[src/rtl/melody_pkg.sv]
// Shared definitions for the melody sequencer: note indices (same encoding as
// the buzzer's music_scale input), song entry layout, FSM encoding and the
// default tune.
package melody_pkg;

  localparam int NOTE_W   = 6;
  localparam int DUR_W    = 4;
  localparam int ENTRY_W  = DUR_W + NOTE_W;
  localparam int IDX_W    = 5;
  localparam int SONG_LEN = 22;

  localparam logic [NOTE_W-1:0] REST   = 6'd0;
  localparam logic [NOTE_W-1:0] C_LOW  = 6'd1;
  localparam logic [NOTE_W-1:0] D_LOW  = 6'd2;
  localparam logic [NOTE_W-1:0] E_LOW  = 6'd3;
  localparam logic [NOTE_W-1:0] F_LOW  = 6'd4;
  localparam logic [NOTE_W-1:0] G_LOW  = 6'd5;
  localparam logic [NOTE_W-1:0] A_LOW  = 6'd6;
  localparam logic [NOTE_W-1:0] B_LOW  = 6'd7;
  localparam logic [NOTE_W-1:0] C_MID  = 6'd8;
  localparam logic [NOTE_W-1:0] D_MID  = 6'd9;
  localparam logic [NOTE_W-1:0] E_MID  = 6'd10;
  localparam logic [NOTE_W-1:0] F_MID  = 6'd11;
  localparam logic [NOTE_W-1:0] G_MID  = 6'd12;
  localparam logic [NOTE_W-1:0] A_MID  = 6'd13;
  localparam logic [NOTE_W-1:0] B_MID  = 6'd14;
  localparam logic [NOTE_W-1:0] C_HIGH = 6'd15;
  localparam logic [NOTE_W-1:0] D_HIGH = 6'd16;
  localparam logic [NOTE_W-1:0] E_HIGH = 6'd17;
  localparam logic [NOTE_W-1:0] F_HIGH = 6'd18;
  localparam logic [NOTE_W-1:0] G_HIGH = 6'd19;
  localparam logic [NOTE_W-1:0] A_HIGH = 6'd20;
  localparam logic [NOTE_W-1:0] B_HIGH = 6'd21;

  typedef enum logic [1:0] {
    ST_IDLE = 2'd0,
    ST_PLAY = 2'd1,
    ST_DONE = 2'd2
  } state_t;

  // Entry = {dur, note}; dur 0 marks the end of the song. Entry 16 carries an
  // out-of-range note index on purpose: it plays as a rest.
  localparam logic [ENTRY_W-1:0] SONG [SONG_LEN] = '{
    {4'd2, C_MID},  {4'd1, REST},   {4'd1, G_MID},  {4'd1, G_MID},
    {4'd1, A_MID},  {4'd1, C_HIGH}, {4'd2, A_MID},  {4'd1, G_MID},
    {4'd1, E_MID},  {4'd1, C_MID},  {4'd1, C_MID},  {4'd1, E_MID},
    {4'd1, G_MID},  {4'd2, G_MID},  {4'd1, E_MID},  {4'd1, E_MID},
    {4'd2, 6'd40},  {4'd1, G_LOW},  {4'd1, C_MID},  {4'd1, G_MID},
    {4'd1, C_HIGH}, {4'd2, C_MID}
  };

  // Indices beyond B_HIGH are not tones the buzzer knows; play silence.
  function automatic logic [NOTE_W-1:0] clamp_note(input logic [NOTE_W-1:0] n);
    return (n > B_HIGH) ? REST : n;
  endfunction

endpackage

[src/rtl/melody_rom.sv]
// Combinational song table lookup: index -> {dur, note}. Indices at or past
// LENGTH read as an end marker (dur 0).
module melody_rom
  import melody_pkg::*;
#(
  parameter int LENGTH = 22
) (
  input  logic [IDX_W-1:0]  i_idx,
  output logic [DUR_W-1:0]  o_dur,
  output logic [NOTE_W-1:0] o_note
);

  localparam int             LEN_EFF = (LENGTH < SONG_LEN) ? LENGTH : SONG_LEN;
  localparam logic [IDX_W-1:0] LEN_C = IDX_W'(LEN_EFF);

  // table read with out-of-range guard
  always_comb begin
    o_dur  = '0;
    o_note = REST;
    if (i_idx < LEN_C) begin
      {o_dur, o_note} = SONG[i_idx];
    end
  end

endmodule

[src/rtl/melody_sequencer.sv]
// Melody sequencer: walks the song table at BEAT_HZ beats per second and
// drives the buzzer note index. Optional macro MELODY_GAP_EN silences the
// last 1/GAP_DIV of each note's final beat (staccato); default is legato.
module melody_sequencer
  import melody_pkg::*;
#(
  parameter int CLK_FREQ = 50_000_000,
  parameter int BEAT_HZ  = 4,
  parameter int LENGTH   = 22,
  parameter int GAP_DIV  = 8
) (
  input  logic              clk,
  input  logic              rst,
  input  logic              i_start,
  input  logic              i_stop,
  input  logic              i_loop,
  output logic [NOTE_W-1:0] o_music_scale,
  output logic              o_playing,
  output logic              o_done,
  output logic [IDX_W-1:0]  o_idx
);

  localparam int TICKS = CLK_FREQ / BEAT_HZ;
  localparam int CNT_W = (TICKS > 1) ? $clog2(TICKS) : 1;
  localparam logic [CNT_W-1:0] TICK_MAX = CNT_W'(TICKS - 1);
  localparam logic [CNT_W-1:0] GAP_TH   = CNT_W'(TICKS - 1 - TICKS / GAP_DIV);
  localparam logic [IDX_W-1:0] LEN_C    = IDX_W'(LENGTH);
`ifdef MELODY_GAP_EN
  localparam bit GAP_EN = 1'b1;
`else
  localparam bit GAP_EN = 1'b0;
`endif

  state_t              r_state, w_state_nx;
  logic [CNT_W-1:0]    r_cnt, w_cnt_nx;
  logic [DUR_W-1:0]    r_beats, w_beats_nx;
  logic [IDX_W-1:0]    r_idx, w_idx_nx;
  logic [NOTE_W-1:0]   r_note, w_note_nx;
  logic [NOTE_W-1:0]   r_music_scale, w_scale_nx;
  logic                r_playing, w_playing_nx;
  logic                r_done, w_done_nx;
  logic                w_gap;

  logic [IDX_W-1:0]    w_next_idx;
  logic [DUR_W-1:0]    w_next_dur, w_first_dur;
  logic [NOTE_W-1:0]   w_next_note, w_first_note;
  logic                w_tick, w_end;

  assign w_next_idx = r_idx + IDX_W'(1);
  assign w_tick     = (r_cnt == TICK_MAX);
  assign w_end      = (w_next_idx == LEN_C) || (w_next_dur == '0);

  melody_rom #(.LENGTH(LENGTH)) u_rom_next (
    .i_idx  (w_next_idx),
    .o_dur  (w_next_dur),
    .o_note (w_next_note)
  );

  melody_rom #(.LENGTH(LENGTH)) u_rom_first (
    .i_idx  (IDX_W'(0)),
    .o_dur  (w_first_dur),
    .o_note (w_first_note)
  );

  // state and output registers
  always_ff @(posedge clk or posedge rst) begin
    if (rst) begin
      r_state       <= ST_IDLE;
      r_cnt         <= '0;
      r_beats       <= '0;
      r_idx         <= '0;
      r_note        <= REST;
      r_music_scale <= REST;
      r_playing     <= 1'b0;
      r_done        <= 1'b0;
    end else begin
      r_state       <= w_state_nx;
      r_cnt         <= w_cnt_nx;
      r_beats       <= w_beats_nx;
      r_idx         <= w_idx_nx;
      r_note        <= w_note_nx;
      r_music_scale <= w_scale_nx;
      r_playing     <= w_playing_nx;
      r_done        <= w_done_nx;
    end
  end

  // next-state, beat counter and output decode; stop beats start beats FSM
  always_comb begin
    w_state_nx = r_state;
    w_cnt_nx   = r_cnt;
    w_beats_nx = r_beats;
    w_idx_nx   = r_idx;
    w_note_nx  = r_note;
    w_done_nx  = 1'b0;
    if (i_stop) begin
      w_state_nx = ST_IDLE;
      w_cnt_nx   = '0;
      w_beats_nx = '0;
      w_idx_nx   = '0;
      w_note_nx  = REST;
    end else if (i_start) begin
      w_cnt_nx = '0;
      w_idx_nx = '0;
      if (w_first_dur == '0) begin
        w_state_nx = ST_DONE;
        w_beats_nx = '0;
        w_note_nx  = REST;
        w_done_nx  = 1'b1;
      end else begin
        w_state_nx = ST_PLAY;
        w_beats_nx = w_first_dur;
        w_note_nx  = clamp_note(w_first_note);
      end
    end else begin
      case (r_state)
        ST_PLAY: begin
          if (!w_tick) begin
            w_cnt_nx = r_cnt + CNT_W'(1);
          end else begin
            w_cnt_nx = '0;
            if (r_beats > 4'd1) begin
              w_beats_nx = r_beats - 4'd1;
            end else if (!w_end) begin
              w_idx_nx   = w_next_idx;
              w_beats_nx = w_next_dur;
              w_note_nx  = clamp_note(w_next_note);
            end else if (i_loop) begin
              // seamless wrap: entry 0 starts on the same tick edge
              w_idx_nx   = '0;
              w_beats_nx = w_first_dur;
              w_note_nx  = clamp_note(w_first_note);
            end else begin
              w_state_nx = ST_DONE;
              w_beats_nx = '0;
              w_note_nx  = REST;
              w_done_nx  = 1'b1;
            end
          end
        end
        ST_DONE: w_state_nx = ST_IDLE;
        default: ;
      endcase
    end
    // gap is decided from next-cycle counter so it lines up with the register
    w_gap        = GAP_EN && (w_state_nx == ST_PLAY) && (w_beats_nx == 4'd1) &&
                   (w_cnt_nx > GAP_TH);
    w_scale_nx   = w_gap ? REST : w_note_nx;
    w_playing_nx = (w_state_nx == ST_PLAY);
  end

  assign o_music_scale = r_music_scale;
  assign o_playing     = r_playing;
  assign o_done        = r_done;
  assign o_idx         = r_idx;

endmodule

[config.mk]
export PLATFORM = sky130hd
export DESIGN_NAME = melody_sequencer
export DESIGN_NICKNAME = d
export VERILOG_FILES = /design/src/rtl/melody_pkg.sv /design/src/rtl/melody_rom.sv /design/src/rtl/melody_sequencer.sv
export SDC_FILE = /design/constraint.sdc
export NUM_CORES = 1
export LEC_CHECK = 0
export BUFFER_PORTS_ARGS = -buffer_cell sky130_fd_sc_hd__buf_4
export CAP_MARGIN = 10
export CORE_ASPECT_RATIO = 1.75
export CORE_MARGIN = 2
export CORE_UTILIZATION = 50
export CTS_CLUSTER_SIZE = 25
export DETAILED_ROUTE_END_ITERATION = 10
export PLACE_DENSITY = 0.76
export SYNTH_ARGS = -nofsm -noshare
export SYNTH_HDL_FRONTEND = slang
export SYNTH_SLANG_ARGS = --single-unit
[constraint.sdc]
create_clock -name clk -period 2.5 [get_ports clk]
set_clock_uncertainty 0.2 [all_clocks]
set_input_delay 0.25 -clock clk [delete_from_list [all_inputs] [get_ports clk]]
set_output_delay 0.25 -clock clk [all_outputs]
set_load 0.02 [all_outputs]
# == Word-level counts from Yosys, hierarchy flattened ==
# Memory sizes are Yosys's and may differ from the RTL's.
# Index checks and enable logic that the tools add are counted.
# word_totals
wordCells,74
output_inout_bits,13
mem_count,1
mem_bits_ro,320
ff_bits,43
inputBits,5
# op_classes
reduce_logical,7
n_lt_le_gt_ge,4
mux,44
n_bitwise,1
addsub,3
eq_ne,7
# memory_table
memory,words,width,read_ports,rd_clocked_by_memory_dff,write_ports,line,source
(name not given),32,10,1,0,0,melody_rom.sv:21,"{o_dur, o_note} = SONG[i_idx];"
# op_table
op,count
$mux 24,4
$mux 6,8
$mux 5,7
$mux 4,8
$add 24x1->24 const B,1
$eq 24x24->1 const B,1
$mux 10,2
$mux 2,7
$mux 1,7
$ge 6x6->1 const B,1
$gt 6x5->1 const B,1
$not 5->6,1
$reduce_bool 3->1,2
$add 5x1->5 const B,1
$eq 5x5->1 const B,1
$lt 5x5->1 const B,1
$eq 2x1->1 const B,2
$gt 4x1->1 const B,1
$logic_not 4->1,1
$ne 4x4->1 const B,1
$pmux 2 s2,1
$reduce_and 4->1,1
$sub 4x1->4 const B,1
$ne 3x3->1 const B,1
other kinds (4),4

# == Logic depth before layout (Yosys ltp) ==
# logic_depth
word_depth,15
ltp_mapped,11
ltp_nobuf,8

# == Cells and area by module ==
# Synthesis repeated with hierarchy kept, for this count alone.
# unflattened
cells_unflattened,364
hier_area_um2,3143.0
# modules_own_cells
mod,area_each_um2,instances,cells_each,seq_area_each_um2
melody_sequencer,2472.4,1,270,1076.0
melody_rom,335.3,2,47,0.0

# == Least setup slack after synthesis ==
# No wires, ideal clock.
# synth_timing
kind,register to register
start,register r_idx[0] (netlist: o_idx[0])
end,register r_idx[0] (netlist: o_idx[0])
synth_period_minus_slack_ns,2.713
setup_ns,0.124
n_path_buf,2
path_stages_with_launch,11
required_ns,2.176
arrival_ns,2.389
slack_ns,-0.213
path_cell_list,dfrtp_1 buf_4 inv_1 ha_1 nor2_1 o21ai_0 a2111oi_1 a211o_1 buf_2 nor4_1 a211o_1
# synth_between
elab_chain_cells,14
elab_cells_between_ends,18
cone_classes,add/sub (1); order compare (1); eq/ne (2); mux (9); bitwise (1); reduce/logical (3); memory (1)
# synth_lines
element,line,source
from (decl),melody_sequencer.sv:37,"logic [IDX_W-1:0] r_idx, w_idx_nx;"
from (signal assigned),melody_sequencer.sv:80,r_idx <= w_idx_nx;
$add 5x1->5 *,melody_sequencer.sv:49,assign w_next_idx = r_idx + IDX_W'(1);
$not 5->6 (implied by the code),melody_rom.sv:21,
$mem_v2 32x10,n/a,
$mux 10 (implied by the code) (2 in a row),melody_rom.sv:21,
$mux 4,melody_rom.sv:20,if (i_idx < LEN_C) begin
$logic_not 4->1,melody_sequencer.sv:51,assign w_end = (w_next_idx == LEN_C) || (w_next_dur == '0);
$logic_or 1x1->1,melody_sequencer.sv:51,
$mux 5,melody_sequencer.sv:124,end else if (!w_end) begin
$mux 5,melody_sequencer.sv:122,if (r_beats > 4'd1) begin
$mux 5,melody_sequencer.sv:118,if (!w_tick) begin
$mux 5,melody_sequencer.sv:116,case (r_state)
$mux 5,melody_sequencer.sv:102,end else if (i_start) begin
$mux 5,melody_sequencer.sv:96,if (i_stop) begin
# Mark *: on every way between the ends. The rest lies on a longest branch, timed or not. The select of a mux whose other input is x is not followed.
# A chain may end at the register's enable or synchronous reset.

# == Worst setup path after layout ==
# layout_timing
start,register r_idx[0] (netlist: o_idx[0])
end,register r_idx[3] (netlist: o_idx[3])
# The elaborated chain is that of the path after synthesis.

==> impl_metrics.ini <==
[run_status]
run_status = complete, but fails checks
violated_checks = setup timing

[timing]
layout_worst_path_cycle_share_pct = 100.1
setup_viol = 1
finalHoldViolCount = 0
slew-limit-headroom_pct = 64.39
final_period_demand_of_the_worst_path_ps = 2503
grt_setup_unrepaired = true
tns_ps = -2.954
max_freq_ghz = 0.3995
drv_slew = 0
worst-slew-pin-transition_ps = 534.1
layout_setup_ws_ps = -2.954

[clocking]
cts.clk_slew.worst_paths_ps = 80
clock-root-buffer = sky130_fd_sc_hd__clkbuf_8
cts_tree = built
h-tree-depth = 2
numClockSinks = 41
clock_tree.buffer_depth = 2
cts_buffers = 5
clk-insertion-delay-late_ps = 300

[final_layout]
final_cells = 450
layout.cells.most_common_list = sky130_fd_sc_hd__buf_4, sky130_fd_sc_hd__nor2_1, sky130_fd_sc_hd__dfrtp_1
layout.core_utilization_pct = 61.16
total_inserted_antenna_cells = 0
nNetsFinal = 388
area.growth.synth_to_final_pct = 17.88
mostFrequentLayoutCell = sky130_fd_sc_hd__buf_4
final_layout_size_suffix_gt1_share_pct = 22.46

[floorplanning]
rows = 36
die_area_mm2 = 0.006444
io_pins = 18
core_area_mm2 = 0.005585
die_width_um = 61.55
floorplan.die.height_um = 104.7
initial_utilization_pct = 51.88

[routing]
vias = 2603
detail_route.wl_per_cell_um = 16.28
wirelength_um = 7328
drc_errors = 0
drt_pre_antenna_iters = 4
detail-route-antenna-nets = 0
vias_per_cell = 5.784
number_of_drc_markers_in_iteration_0 = 134

[logic_synthesis]
synth_adder_area_share_pct = 4.318
synth-simple-area-share_pct = 26.94
share_of_synthesized_registers_carrying_an_async_set_or_reset_pct = 100.0
synthCells = 334
synth_top_area_cell = sky130_fd_sc_hd__dfrtp_1
fraction_of_synthesized_area_in_multiplexers_pct = 1.036
post_synth_num_cell_types = 67
synth_xor_area_share_pct = 8.204
synth_seq_area_share_pct = 35.41
netlist_area_mm2 = 0.002898
main_combinational_cell_family_by_area_after_synthesis = simple AND/OR/NAND/NOR gates
yosysWarnings = 0
post_synthesis_compound_gate_area_fraction_pct = 17.01
syn_avg_cell_area_um2 = 8.676
synth-seq-cells = 41
synth_edf_count = 0
postSynth.topFlopCell = sky130_fd_sc_hd__dfrtp_1
synthTopCellsByArea = sky130_fd_sc_hd__dfrtp_1, sky130_fd_sc_hd__nor2_1, sky130_fd_sc_hd__xor2_1, sky130_fd_sc_hd__ha_1, sky130_fd_sc_hd__nand2_1
post-synth-top-area-fraction_pct = 35.41

[setup_path]
worstSetupStartpointType = flop
worst_setup_path_end_kind = flop
critPathKind = reg2reg
max_stage_delay_ps = 490
worst-path-max-fanout = 14
worst-endpoint-arrival_ps = 2520
worst_path_max_delay_cell = sky130_fd_sc_hd__dfrtp_2
critical_path.cell_chain = ha_4 > xnor2_4 > mux2i_1 > o22ai_1 > a211o_1 > or4_1 > o211ai_1
worst-endpoint-required_ps = 2520

[placement]
place.detailed.hpwl_um = 5610
dp.cells = 438
gp_congestion = 1.043
post-place-ws_ps = -36.99
port-buffer-count = 15

[grt]
grt_usage_pct = 24.42
antenna_found_initial = 0
gr-total-overflow = 0
grt_max_degree = 42
via_count_of_the_first_global_routing_pass = 2599
grt_first_pass_wirelength_um = 11840

[pwr]
worst_ir_drop_vdd_mv = 0.2094
leakage_uw = 0.001424
pwr_density_cell_mw_per_mm2 = 422.0

[min_path]
hp-class = in2reg

[run]
max_cap_viol_count = 0
==> synth_stat cells (all sizes together), types with 3 or more instances <==
library cell and n:
a211oi 3, ha 10, xnor2 10, and4 3, dfrtp 41, o21a 3, a2111oi 3, a21oi 13
nor2b 3, buf 18, xor2 15, inv 17, a31oi 3, nand3b 3, and3 3, o21ai 18
o211ai 6, nor2 42, nor3 9, mux2i 3, a21o 3, o22ai 5, nand4 8, and2 3
nand2 32, nand3 19, or3 6, nor4 5
==> metrics by stage <==
| stage | power [uW] | hold WS (ps) | instance area, um^2 |
|---|---|---|---|
| after floorplan | 831.0 | 122.6 | 2957 |
| after global placement | 885.8 | 210.5 | 3247 |
| after detailed placement | 890.1 | 223.2 | 3247 |
| after CTS | 1453 | 57.93 | 3386 |
| after global routing | 1506 | 80.11 | 3416 |
| final | 1441 | 70.86 | 3416 |
==> worst max-delay path, delay by kind of cell (launching register included) <==
| family | cells | cell delay [ps] |
|---|---|---|
| compound gates | 3 | 630 |
| xor+xnor | 1 | 150 |
| fa+ha+maj | 1 | 250 |
| flops | 1 | 490 |
| mux | 1 | 220 |
| simple gates | 1 | 480 |
==> final timing paths <==
check	from	endpoint	slack, ps	cells after the start
setup / recovery	o_idx[0]	o_idx[3]	-3	7
hold / removal	i_loop	r_beats[1]	70	3
setup reg to reg	o_idx[0]	o_idx[3]	-3	7
hold reg to reg	o_music_scale[0]	o_music_scale[0]	290	2
max in group asynchronous	rst	o_idx[2]	1270	4
min in group asynchronous	rst	o_done	430	4
==> final cells by class <==
class	count	area [um^2]
Tap cell	76	95.09
Clock buffer	7	86.33
Inverter	17	63.81
Sequential cell	41	1030
Multi-Input combinational cell	259	1738
Clock inverter	1	30.03
Fill cell	534	2170
Timing Repair Buffer	49	372.9
==> registers in the layout, summed over array words and instances (netlist names) <==
name           cells
r_cnt             24
o_idx              5
o_music_scale      4
r_beats            4
r_state            2
o_done             1
o_playing          1
==> report_power, final <==
group | switching (uW) | total [uW] | internal, uW
Clock | 234 | 559 | 326
Combinational | 119 | 196 | 76.7
Sequential | 12.6 | 686 | 674
==> metal layers <==
| layer | routed length, um | track usage [%] | up-vias |
|---|---|---|---|
| met1 | 2620 | 23.59 | 1246 |
| li1 | - | - | 1263 |
| met3 | 155 | 1.980 | 32 |
| met4 | 499 | 17.33 | 0 |
| met2 | 4053 | 44.29 | 62 |
| met5 | 0 | 0 | - |
==> cell families (layout without fill, tap and decap cells) <==
kind of cell	count (synthesis)	in the layout
AOI/OAI and AO/OA	72	73
xor gates and xnor gates	25	25
adders and majority gates	10	10
buffers and inverters	36	74
DFF	41	41
muxes	3	3
other	1	2
and+or+nand+nor	146	146
==> timing repair <==
| action | CTS | global route |
|---|---|---|
| pin swaps | 1 | 1 |
| gates cloned | 0 | 1 |
| endpoints found under the setup margin | 4 | 15 |
| endpoints found under the hold margin | 42 | 0 |
| hold buffers | 2 | 0 |
| resized for setup | 2 | 8 |
| buffers inserted | 0 | 1 |
No activity file was read; power rests on OpenSTA's default activity.
